--- src/rtl/clint_ctrl.sv ---
// Core-local trap/interrupt sequencer: accepts ECALL/EBREAK/MRET/timer IRQ in EX,
// stalls the pipeline while writing mepc/mcause/mstatus, then issues a one-cycle redirect.
module clint_ctrl #(
    parameter logic [31:0] IRQ_CAUSE   = 32'h8000_0007,
    parameter logic [31:0] ECALL_CAUSE = 32'd11,
    parameter logic [31:0] EBRK_CAUSE  = 32'd3
) (
    input  logic        clk,
    input  logic        rst_n,
    input  logic [31:0] inst_i,
    input  logic [31:0] inst_addr_i,
    input  logic        jump_flag_i,
    input  logic [31:0] jump_addr_i,
    input  logic        irq_i,
    input  logic [31:0] csr_mtvec_i,
    input  logic [31:0] csr_mepc_i,
    input  logic [31:0] csr_mstatus_i,
    output logic        hold_flag_o,
    output logic        csr_we_o,
    output logic [11:0] csr_waddr_o,
    output logic [31:0] csr_wdata_o,
    output logic        int_assert_o,
    output logic [31:0] int_addr_o
);

    localparam logic [31:0] INST_ECALL  = 32'h0000_0073;
    localparam logic [31:0] INST_EBREAK = 32'h0010_0073;
    localparam logic [31:0] INST_MRET   = 32'h3020_0073;

    localparam logic [11:0] ADDR_MSTATUS = 12'h300;
    localparam logic [11:0] ADDR_MEPC    = 12'h341;
    localparam logic [11:0] ADDR_MCAUSE  = 12'h342;

    typedef enum logic [2:0] {
        S_IDLE,
        S_MEPC,
        S_MCAUSE,
        S_MSTATUS,
        S_DONE,
        S_MRET,
        S_MRET_DONE
    } state_t;

    state_t      state_reg, state_next;
    logic [31:0] cause_reg, cause_next;
    logic [31:0] epc_reg, epc_next;

    logic is_ecall, is_ebreak, is_mret, irq_take;

    assign is_ecall  = (inst_i == INST_ECALL);
    assign is_ebreak = (inst_i == INST_EBREAK);
    assign is_mret   = (inst_i == INST_MRET);
    assign irq_take  = irq_i && csr_mstatus_i[3];

    always_ff @(posedge clk or negedge rst_n) begin
        if (!rst_n) begin
            state_reg <= S_IDLE;
            cause_reg <= '0;
            epc_reg   <= '0;
        end else begin
            state_reg <= state_next;
            cause_reg <= cause_next;
            epc_reg   <= epc_next;
        end
    end

    always_comb begin
        state_next   = state_reg;
        cause_next   = cause_reg;
        epc_next     = epc_reg;
        hold_flag_o  = 1'b0;
        csr_we_o     = 1'b0;
        csr_waddr_o  = '0;
        csr_wdata_o  = '0;
        int_assert_o = 1'b0;
        int_addr_o   = '0;

        case (state_reg)
            S_IDLE: begin
                // Accept is gated by rst_n so outputs stay quiet while reset is held.
                if (rst_n) begin
                    if (is_ecall || is_ebreak) begin
                        hold_flag_o = 1'b1;
                        cause_next  = is_ecall ? ECALL_CAUSE : EBRK_CAUSE;
                        epc_next    = inst_addr_i;
                        state_next  = S_MEPC;
                    end else if (is_mret) begin
                        hold_flag_o = 1'b1;
                        state_next  = S_MRET;
                    end else if (irq_take) begin
                        // Resume at the branch target if EX is taking a branch.
                        hold_flag_o = 1'b1;
                        cause_next  = IRQ_CAUSE;
                        epc_next    = jump_flag_i ? jump_addr_i : inst_addr_i;
                        state_next  = S_MEPC;
                    end
                end
            end
            S_MEPC: begin
                hold_flag_o = 1'b1;
                csr_we_o    = 1'b1;
                csr_waddr_o = ADDR_MEPC;
                csr_wdata_o = epc_reg;
                state_next  = S_MCAUSE;
            end
            S_MCAUSE: begin
                hold_flag_o = 1'b1;
                csr_we_o    = 1'b1;
                csr_waddr_o = ADDR_MCAUSE;
                csr_wdata_o = cause_reg;
                state_next  = S_MSTATUS;
            end
            S_MSTATUS: begin
                hold_flag_o = 1'b1;
                csr_we_o    = 1'b1;
                csr_waddr_o = ADDR_MSTATUS;
                csr_wdata_o = {csr_mstatus_i[31:8], csr_mstatus_i[3],
                               csr_mstatus_i[6:4], 1'b0, csr_mstatus_i[2:0]};
                state_next  = S_DONE;
            end
            S_DONE: begin
                hold_flag_o  = 1'b1;
                int_assert_o = 1'b1;
                int_addr_o   = csr_mtvec_i;
                state_next   = S_IDLE;
            end
            S_MRET: begin
                hold_flag_o = 1'b1;
                csr_we_o    = 1'b1;
                csr_waddr_o = ADDR_MSTATUS;
                csr_wdata_o = {csr_mstatus_i[31:8], 1'b1,
                               csr_mstatus_i[6:4], csr_mstatus_i[7], csr_mstatus_i[2:0]};
                state_next  = S_MRET_DONE;
            end
            S_MRET_DONE: begin
                hold_flag_o  = 1'b1;
                int_assert_o = 1'b1;
                int_addr_o   = csr_mepc_i;
                state_next   = S_IDLE;
            end
            default: begin
                state_next = S_IDLE;
            end
        endcase
    end

endmodule

--- config.mk ---
export PLATFORM = sky130hd
export DESIGN_NAME = clint_ctrl
export DESIGN_NICKNAME = d
export VERILOG_FILES = /design/src/rtl/clint_ctrl.sv
export SDC_FILE = /design/constraint.sdc
export NUM_CORES = 1
export LEC_CHECK = 0
export ABC_AREA = 1
export ABC_CLOCK_PERIOD_IN_PS = 1700
export CAP_MARGIN = 20
export CORE_AREA = 2 2 105 107
export CTS_CLUSTER_DIAMETER = 80
export DETAILED_ROUTE_END_ITERATION = 8
export DIE_AREA = 0 0 107 109
export PLACE_DENSITY = 0.87
export SLEW_MARGIN = 20
export SYNTH_ARGS = -nofsm -noshare
export SYNTH_HDL_FRONTEND = slang
export SYNTH_SLANG_ARGS = --single-unit
--- constraint.sdc ---
create_clock -name clk -period 1.7 [get_ports clk]
set_input_delay 0.34 -clock clk [delete_from_list [all_inputs] [get_ports clk]]
set_output_delay 0.34 -clock clk [all_outputs]
set_load 0.02 [all_outputs]
==> results of run 1 <==
-- final timing paths --
path                            endpoint  slack [ns]          from  depth (start not counted)
max                        int_addr_o[7]       -0.36  state_reg[0]                          8
min                         state_reg[2]        0.29         rst_n                          3
max reg2reg                  epc_reg[15]       -0.27  state_reg[0]                         12
min reg2reg                 cause_reg[1]        0.47  cause_reg[1]                          2
max in group asynchronous    epc_reg[25]        1.06         rst_n                          3
min in group clk            cause_reg[1]        0.47  cause_reg[1]                          2
-- worst register-to-register path, delay by kind of cell (launching register included) --
| family | cells | cell delay (ns) |
|---|---|---|
| AND/OR/NAND/NOR | 5 | 0.64 |
| flip-flops | 1 | 0.39 |
| buffers and inverters | 7 | 0.87 |
-- kinds of logic after synthesis --
family | count (synthesis)
AND/OR/NAND/NOR | 365
buffers and inverters | 75
other | 1
flip-flops | 38
AO/OA/AOI/OAI | 35
-- layout make-up --
class	instances	area [um2]
repair buffers	351	3960
clock buffers	6	82.6
fillers	786	3100
flip-flops and latches	38	951
multi-input cells	407	2190
clock inverters	1	30.0
well taps	140	175
inverters	29	116
-- through the flow --
stage	TNS, ns	hold WS (ns)	setup WS [ns]	utilization (%)
2_1_floorplan	-0.501	0.0444	-0.0193	-
3_3_place_gp	-46.84	0.447	-0.853	58.2
3_5_place_dp	-48.91	0.453	-0.864	58.2
4_1_cts	-27.35	0.294	-0.375	67.5
5_1_grt	-37.86	0.336	-0.453	70.8
6_report	-29.17	0.288	-0.357	70.8
-- power groups by stage --
| stage | registers [W] | logic (W) | clock network [W] |
|---|---|---|---|
| after global routing | 0.00159 | 0.00711 | 0.000815 |
| final | 0.00154 | 0.00674 | 0.000778 |
| after detailed placement | 0.00153 | 0.00476 | 0 |
| after floorplan | 0.00144 | 0.00246 | 0 |
| after global placement | 0.00152 | 0.00472 | 0 |
| after CTS | 0.00154 | 0.00613 | 0.000794 |
-- cell usage after synthesis, drive strengths merged --
cell type and count:
a21oi 4, a31oi 1, dfrtp 38, nand2 235
o21ai 2, nand3 103, inv 29, conb 1
a221o 1, nor2 23, o22ai 1, clkbuf 14
and2 1, and3 1, or2 1, buf 32
nor3 1, a22o 26
-- cells in the final DEF (no fill, tap or decap), types with 2 or more instances in the layout --
master                            instances
sky130_fd_sc_hd__buf_16                   7
sky130_fd_sc_hd__bufbuf_16                4
sky130_fd_sc_hd__inv_2                    6
sky130_fd_sc_hd__dlygate4sd2_1           13
sky130_fd_sc_hd__nor2_2                   5
sky130_fd_sc_hd__a21oi_1                  2
sky130_fd_sc_hd__nand2_2                 25
sky130_fd_sc_hd__nor2_1                   8
sky130_fd_sc_hd__nand2_4                  7
sky130_fd_sc_hd__nor2_4                  10
sky130_fd_sc_hd__nand3_1                 85
sky130_fd_sc_hd__buf_8                    6
sky130_fd_sc_hd__a22o_1                  26
sky130_fd_sc_hd__buf_4                   41
sky130_fd_sc_hd__nand3_4                  3
sky130_fd_sc_hd__clkdlybuf4s50_1        162
sky130_fd_sc_hd__nand3_2                 15
sky130_fd_sc_hd__buf_6                   76
sky130_fd_sc_hd__nand2_1                202
sky130_fd_sc_hd__clkbuf_16                3
sky130_fd_sc_hd__inv_1                   22
sky130_fd_sc_hd__clkbuf_8                 6
sky130_fd_sc_hd__conb_1                   7
sky130_fd_sc_hd__dfrtp_1                 38
sky130_fd_sc_hd__clkdlybuf4s15_1         17
sky130_fd_sc_hd__buf_12                  19
-- routing by layer --
layer | share of wire, % | wire length, um
met1 | 35 | 5690
met2 | 55 | 8880
met3 | 7.9 | 1290
met4 | 2.6 | 416
met5 | 0 | 0
-- repair_timing --
| action | in CTS | in global routing |
|---|---|---|
| setup buffers | 23 | 7 |
| pin swaps | 45 | 51 |
| cloned | 14 | 4 |
| endpoints found under the setup margin | 107 | 107 |
| resized for setup | 528 | 87 |
==> Flow_metrics.wiki, run 1 <==
{| class="wikitable"
! Metric !! Value
|-
| GR met2 Demand/Resource || 48.5%
|-
| Flip-flop count of the largest register after layout || 32
|-
| Worst supply voltage drop on vdd || 0.000889 V
|-
| Die height || 109 um
|-
| Total number of nets in the final design || 1028
|-
| Slowest CP cell || sky130_fd_sc_hd__dfrtp_1
|-
| Fraction of power consumed by combinational cells || 74.4%
|-
| Clock skew after layout || 0.00453 ns
|-
| Hold Crit Class || primary input to async pin
|-
| Setup-violating endpoint count in the final report || 107
|-
| Post-Synthesis Cell Area || 3140 um2
|-
| Net Sw Power || 0.00373 W
|-
| Area fraction in compound gates after synthesis || 8.93%
|-
| Global-route wire length before repair || 22.5 mm
|-
| Detailed placement HPWL || 9.90 mm
|-
| Total power divided by cell area || 1210 nW/um2
|-
| Area leader, netlist || sky130_fd_sc_hd__dfrtp_1
|-
| Largest family of logic cells by synthesized area || simple AND/OR/NAND/NOR gates
|-
| Synthesized-area fraction occupied by xor and xnor cells || 0%
|-
| Fraction of the cycle the final worst path needs || 121%
|-
| Post-synthesis average cell area || 6.10 um2
|-
| Via density || 4.83
|-
| Deepest level of the CTS H-tree || 2
|-
| Global routing met3 resource utilization || 6.46%
|-
| CTS Buffer Depth || 2
|-
| Delay-heaviest family, CP || buffers and inverters
|-
| Horiz. Die Dim || 107 um
|-
| Total global routing track utilization || 24.6%
|-
| Critical Path End Type || output port
|-
| Finished layout cell area || 7500 um2
|-
| Num Clock Sinks || 38
|-
| CTS tree || yes
|-
| Internal power || 0.00533 W
|-
| Share of the yosys chip area belonging to registers || 30.3%
|-
| Via count of the first global-routing pass || 4658
|-
| Number of nets with antenna violations after detailed routing || 0
|-
| Initial antenna violation count || 0
|-
| Router iterations before antenna repair || 4
|-
| Share of Yosys cell area claimed by the top area cell type || 30.3%
|-
| Cell Rows || 38
|-
| Library cell used as clock root buffer || sky130_fd_sc_hd__clkbuf_8
|-
| Outcome || finished with violations
|-
| Fin. max-slew vios || 0
|-
| Number of standard cells in the layout, taps in and fillers out || 972
|-
| Failing checks || setup timing
|-
| Count of unresolved DRC violations after routing || 0
|-
| Floorplan core area || 10600 um2
|-
| Detailed-route wire length || 16.3 mm
|-
| Layout cell share with drive strength beyond 1 || 29.4%
|-
| Cell occurring most often along the worst timing path || sky130_fd_sc_hd__buf_6
|-
| Via count || 4693
|-
| Clock latency on the worst-skew pair || 0.28 ns
|-
| Syn-to-layout area delta || 139%
|-
| Arrival time worst endpoint || 1.72 ns
|-
| Final weighted congestion of routability-driven global placement || 0.808
|-
| Met1 routing resource usage after global routing || 25.9%
|-
| Num CTS Buffers || 5
|-
| Synth Register Bits || 38
|-
| Post-synthesis adder-cell area fraction || 0%
|-
| Number of warnings printed during yosys synthesis || 0
|-
| Crit-path max FO || 4
|-
| Layer carrying the most global-route usage || met2
|-
| Largest stage delay, worst path || 0.39 ns
|-
| GR Overflow Total || 0
|-
| First DRT Iteration DRCs || 277
|-
| RSZ-0062 raised after global routing || yes
|-
| Startpoint class of the critical path || flop
|-
| Power consumption || 0.00906 W
|-
| Leak Pwr || 3.76 nW
|-
| Wire length per cell || 16.7 um
|-
| Worst setup path category || flop to output port
|-
| Synthesized-area fraction occupied by and/or/nand/nor cells || 48.9%
|-
| Number of antenna repair diodes || 0
|-
| CTS clk-pin slew, worst paths || 0.08 ns
|-
| Top cells by area in the synthesized netlist || sky130_fd_sc_hd__dfrtp_1, sky130_fd_sc_hd__nand2_1, sky130_fd_sc_hd__nand3_1
|-
| Highest clock frequency the design can meet || 486 MHz
|-
| Final Worst Setup Slack || -0.357 ns
|-
| Max-cap violations || 0
|-
| Largest net degree at the start of global routing || 39
|-
| Number of unique standard cell types used by synthesis || 26
|-
| Cell count after placement || 921
|-
| Initial Util || 29.6%
|-
| Net switching fraction of the power || 41.1%
|-
| Mux contribution to synthesized area || 0%
|-
| Hold violation count in the final report || 0
|-
| Sequential share of power || 17.0%
|-
| Total of buffers placed on input and output ports || 267
|-
| Die Outline Area || 11700 um2
|-
| Required time of the critical path || 1.36 ns
|-
| Top-Level Pins || 275
|-
| Number of hold buffers added after CTS || 0
|-
| Clock share of power || 8.6%
|-
| Synth Instances || 514
|-
| Post-DP Area || 6170 um2
|-
| Number of buffer and inverter instances along the worst setup path || 5
|-
| Worst path cell trace || buf_4 > buf_6 > nor2_4 > buf_6 > bufbuf_16 > nand3_1 > nand2_1 > buf_6
|-
| Minimum clock period || 2.06 ns
|}
Power figures use the tool's default switching activity.
==> run 2: changes to the inputs <==
- CELL_PAD_IN_SITES_DETAIL_PLACEMENT: default -> 0
- CELL_PAD_IN_SITES_GLOBAL_PLACEMENT: default -> 1
- CORE_AREA: 2 2 105 107 -> default
- CORE_UTILIZATION: default -> 20
- DIE_AREA: 0 0 107 109 -> default
- PLACE_DENSITY: 0.87 -> 0.93
==> Flow_metrics.wiki, run 2 (synthesized netlist as in run 1, its figures left out) <==
{| class="wikitable"
! Metric !! Value
|-
| Sum of negative setup slack || -24.58 ns (+4.59 ns)
|-
| Initial Util || 20.6% (-9.0 points)
|-
| First DRT Iteration DRCs || 156 (-44%)
|-
| Area of the multi-input gates || 2030 um2 (-7.0%)
|-
| Hold Crit Class || primary input to async pin
|-
| Count of unresolved DRC violations after routing || 0 (unchanged)
|-
| Via count of the first global-routing pass || 4464 (-4.2%)
|-
| Sequential share of power || 18.1% (+1.1 points)
|-
| GR Overflow Total || 0 (unchanged)
|-
| Number of nets with antenna violations after detailed routing || 0 (unchanged)
|-
| Fraction of the cycle the final worst path needs || 122% (+1.2 points)
|-
| Most common cell after layout, fill and taps aside || sky130_fd_sc_hd__nand2_1
|-
| Cell count after placement || 989 (+7.4%)
|-
| Total of buffers placed on input and output ports || 267 (unchanged)
|-
| Outcome || finished with violations
|-
| CTS Buffer Depth || 2 (unchanged)
|-
| Fin. max-slew vios || 0 (unchanged)
|-
| Number of antenna repair diodes || 0 (unchanged)
|-
| Clock skew after layout || 0.00368 ns (-0.000850 ns)
|-
| Wire length per cell || 15.4 um (-8.1%)
|-
| Detailed placement HPWL || 10.2 mm (+2.7%)
|-
| Layout cell share with drive strength beyond 1 || 28.8% (-0.68 points)
|-
| Minimum setup slack among reg-to-reg paths || -0.16 ns (+0.11 ns)
|-
| Num Clock Sinks || 38 (unchanged)
|-
| Most frequent cells in the layout || sky130_fd_sc_hd__nand2_1, sky130_fd_sc_hd__clkdlybuf4s50_1, sky130_fd_sc_hd__nand3_1
|-
| Flip-flop count of the largest register after layout || 32 (unchanged)
|-
| RSZ-0062 raised after global routing || yes
|-
| Largest net degree at the start of global routing || 39 (unchanged)
|-
| Floorplan core area || 15300 um2 (+44%)
|-
| Worst hold slack after final layout || 0.309 ns (+0.0214 ns)
|-
| Reg-to-reg critical path endpoint || epc_reg[6]
|-
| Hold violation count in the final report || 0 (unchanged)
|-
| Finished layout cell area || 7140 um2 (-4.9%)
|-
| Slew headroom || 65.7%
|-
| Clock latency on the worst-skew pair || 0.28 ns (about the same)
|-
| Total number of nets in the final design || 1019 (-0.88%)
|-
| Worst Reg2Reg Path Length in Cells || 9 (-3)
|-
| Actual transition at the worst max-transition pin || 0.514 ns
|-
| Leak Pwr || 3.55 nW (-5.5%)
|-
| Number of hold buffers added after CTS || 0 (unchanged)
|-
| Cell Rows || 45 (+18%)
|-
| Total global routing track utilization || 18.1% (-6.5 points)
|-
| Highest clock frequency the design can meet || 481 MHz (-0.94%)
|-
| Net Sw Power || 0.00359 W (-3.8%)
|-
| Register cell area after layout || 951 um2 (unchanged)
|-
| Post-DP Area || 6220 um2 (+0.79%)
|-
| Startpoint class of the critical path || flop
|-
| Setup-violating endpoint count in the final report || 105 (-1.9%)
|-
| CTS tree || yes
|-
| Horiz. Die Dim || 127 um (+19%)
|-
| Fraction of power consumed by combinational cells || 70.6% (-3.8 points)
|-
| Filler Cell Count || 1508 (+92%)
|-
| Via count || 4505 (-4.0%)
|-
| Library cell used as clock root buffer || sky130_fd_sc_hd__clkbuf_16
|-
| Via density || 4.35 (-9.8%)
|-
| Max-cap violations || 0 (unchanged)
|-
| Num CTS Buffers || 5 (unchanged)
|-
| R2R Path Start || state_reg[1]
|-
| Top-Level Pins || 275 (unchanged)
|-
| Die height || 127 um (+17%)
|-
| Net switching fraction of the power || 42.4% (+1.3 points)
|-
| Failing checks || setup timing
|-
| Minimum clock period || 2.08 ns (+0.0196 ns)
|-
| Worst supply voltage drop on vdd || 0.000458 V (-49%)
|-
| Critical Path End Type || output port
|-
| Clock share of power || 11.3% (+2.7 points)
|-
| Power consumption || 0.00846 W (-6.7%)
|-
| Worst setup path category || flop to output port
|-
| Number of standard cells in the layout, taps in and fillers out || 1035 (+6.5%)
|-
| Router iterations before antenna repair || 4 (unchanged)
|-
| Syn-to-layout area delta || 128%
|-
| CTS clk-pin slew, worst paths || 0.06 ns (-0.02 ns)
|-
| Global-route wire length before repair || 22.9 mm (+1.7%)
|-
| Final weighted congestion of routability-driven global placement || 0.787 (-2.6%)
|-
| Internal power || 0.00487 W (-8.7%)
|-
| Crit-path max FO || 8 (+4)
|-
| Final Worst Setup Slack || -0.377 ns (-0.0196 ns)
|-
| Die Outline Area || 16200 um2 (+39%)
|-
| Required time of the critical path || 1.36 ns (about the same)
|-
| Deepest level of the CTS H-tree || 2 (unchanged)
|-
| Initial antenna violation count || 0 (unchanged)
|-
| Detailed-route wire length || 15.9 mm (-2.1%)
|-
| Arrival time worst endpoint || 1.74 ns (+0.02 ns)
|-
| Total power divided by cell area || 1180 nW/um2 (-1.9%)
|}
[run 2: changes by cell type in the layout (fill, tap and decap cells not counted), moves of 13 or more]
cell	change
sky130_fd_sc_hd__nand2_1	+15
sky130_fd_sc_hd__dlygate4sd2_1	-13
sky130_fd_sc_hd__clkdlybuf4s15_2	+30
sky130_fd_sc_hd__buf_6	-29
sky130_fd_sc_hd__clkdlybuf4s15_1	-17
sky130_fd_sc_hd__clkbuf_2	+30
[run 2: layout make-up]
cell class                 instances  area share (%)
clock buffer                       6            1.95
clock inverter                     2           0.175
tap                              211            3.70
inverter                          29            1.60
multi-input combinational        407            28.5
sequential                        38            13.3
timing repair buffer             342            50.8
[run 2: power by group through the flow]
stage | clock [W] | sequential [W] | combinational (W)
2_1_floorplan | 0 | 0.00144 | 0.00246
3_3_place_gp | 0 | 0.00153 | 0.00473
3_5_place_dp | 0 | 0.00152 | 0.00475
4_1_cts | 0.000990 | 0.00152 | 0.00549
5_1_grt | 0.00102 | 0.00157 | 0.00636
6_report | 0.000957 | 0.00153 | 0.00597
[run 2: per-stage QoR]
step                      setup WS (ns)  utilization [%]
after detailed placement         -0.888             40.7
final                            -0.377             46.8
after floorplan                 -0.0193                -
after global placement           -0.872             40.7
after CTS                        -0.378             45.9
after global routing             -0.491             46.8
[run 2: worst max path at each step]
stage	start	endpoint	slack, ns	depth (start not counted)
finish	state_reg[2]	csr_wdata_o[14]	-0.38	7
global route	state_reg[0]	csr_wdata_o[26]	-0.49	9
CTS	state_reg[0]	csr_wdata_o[18]	-0.38	10
detailed placement	inst_i[4]	hold_flag_o	-0.89	10
global placement	inst_i[4]	hold_flag_o	-0.87	10
floorplan	state_reg[1]	csr_wdata_o[10]	-0.02	8
[run 2: worst max-delay path, cell delays in order, from the launching register on]
cell and delay (ns):
sky130_fd_sc_hd__dfrtp_1 0.40, sky130_fd_sc_hd__buf_6 0.14, sky130_fd_sc_hd__buf_4 0.14, sky130_fd_sc_hd__nor2_4 0.20, sky130_fd_sc_hd__buf_12 0.15, sky130_fd_sc_hd__clkbuf_16 0.15
sky130_fd_sc_hd__a22o_1 0.15, sky130_fd_sc_hd__buf_6 0.12
[run 2: what timing repair did]
action,4_1_cts,5_1_grt
pin swaps,37,59
resized for setup,392,99
cloned,11,5
buffers inserted,18,5
setup endpoints to repair,107,107
[run 2: per-layer routing]
layer  part of all wire (%)  vias up  routed length, um  GRT usage, %
met5                      0        -                  0             0
met4                    1.8        0                291          5.67
met3                    6.7       21               1060          3.94
met2                     51      189               8160          33.8
met1                     40     2025               6400          20.4
li1                       -     2270                  -             -
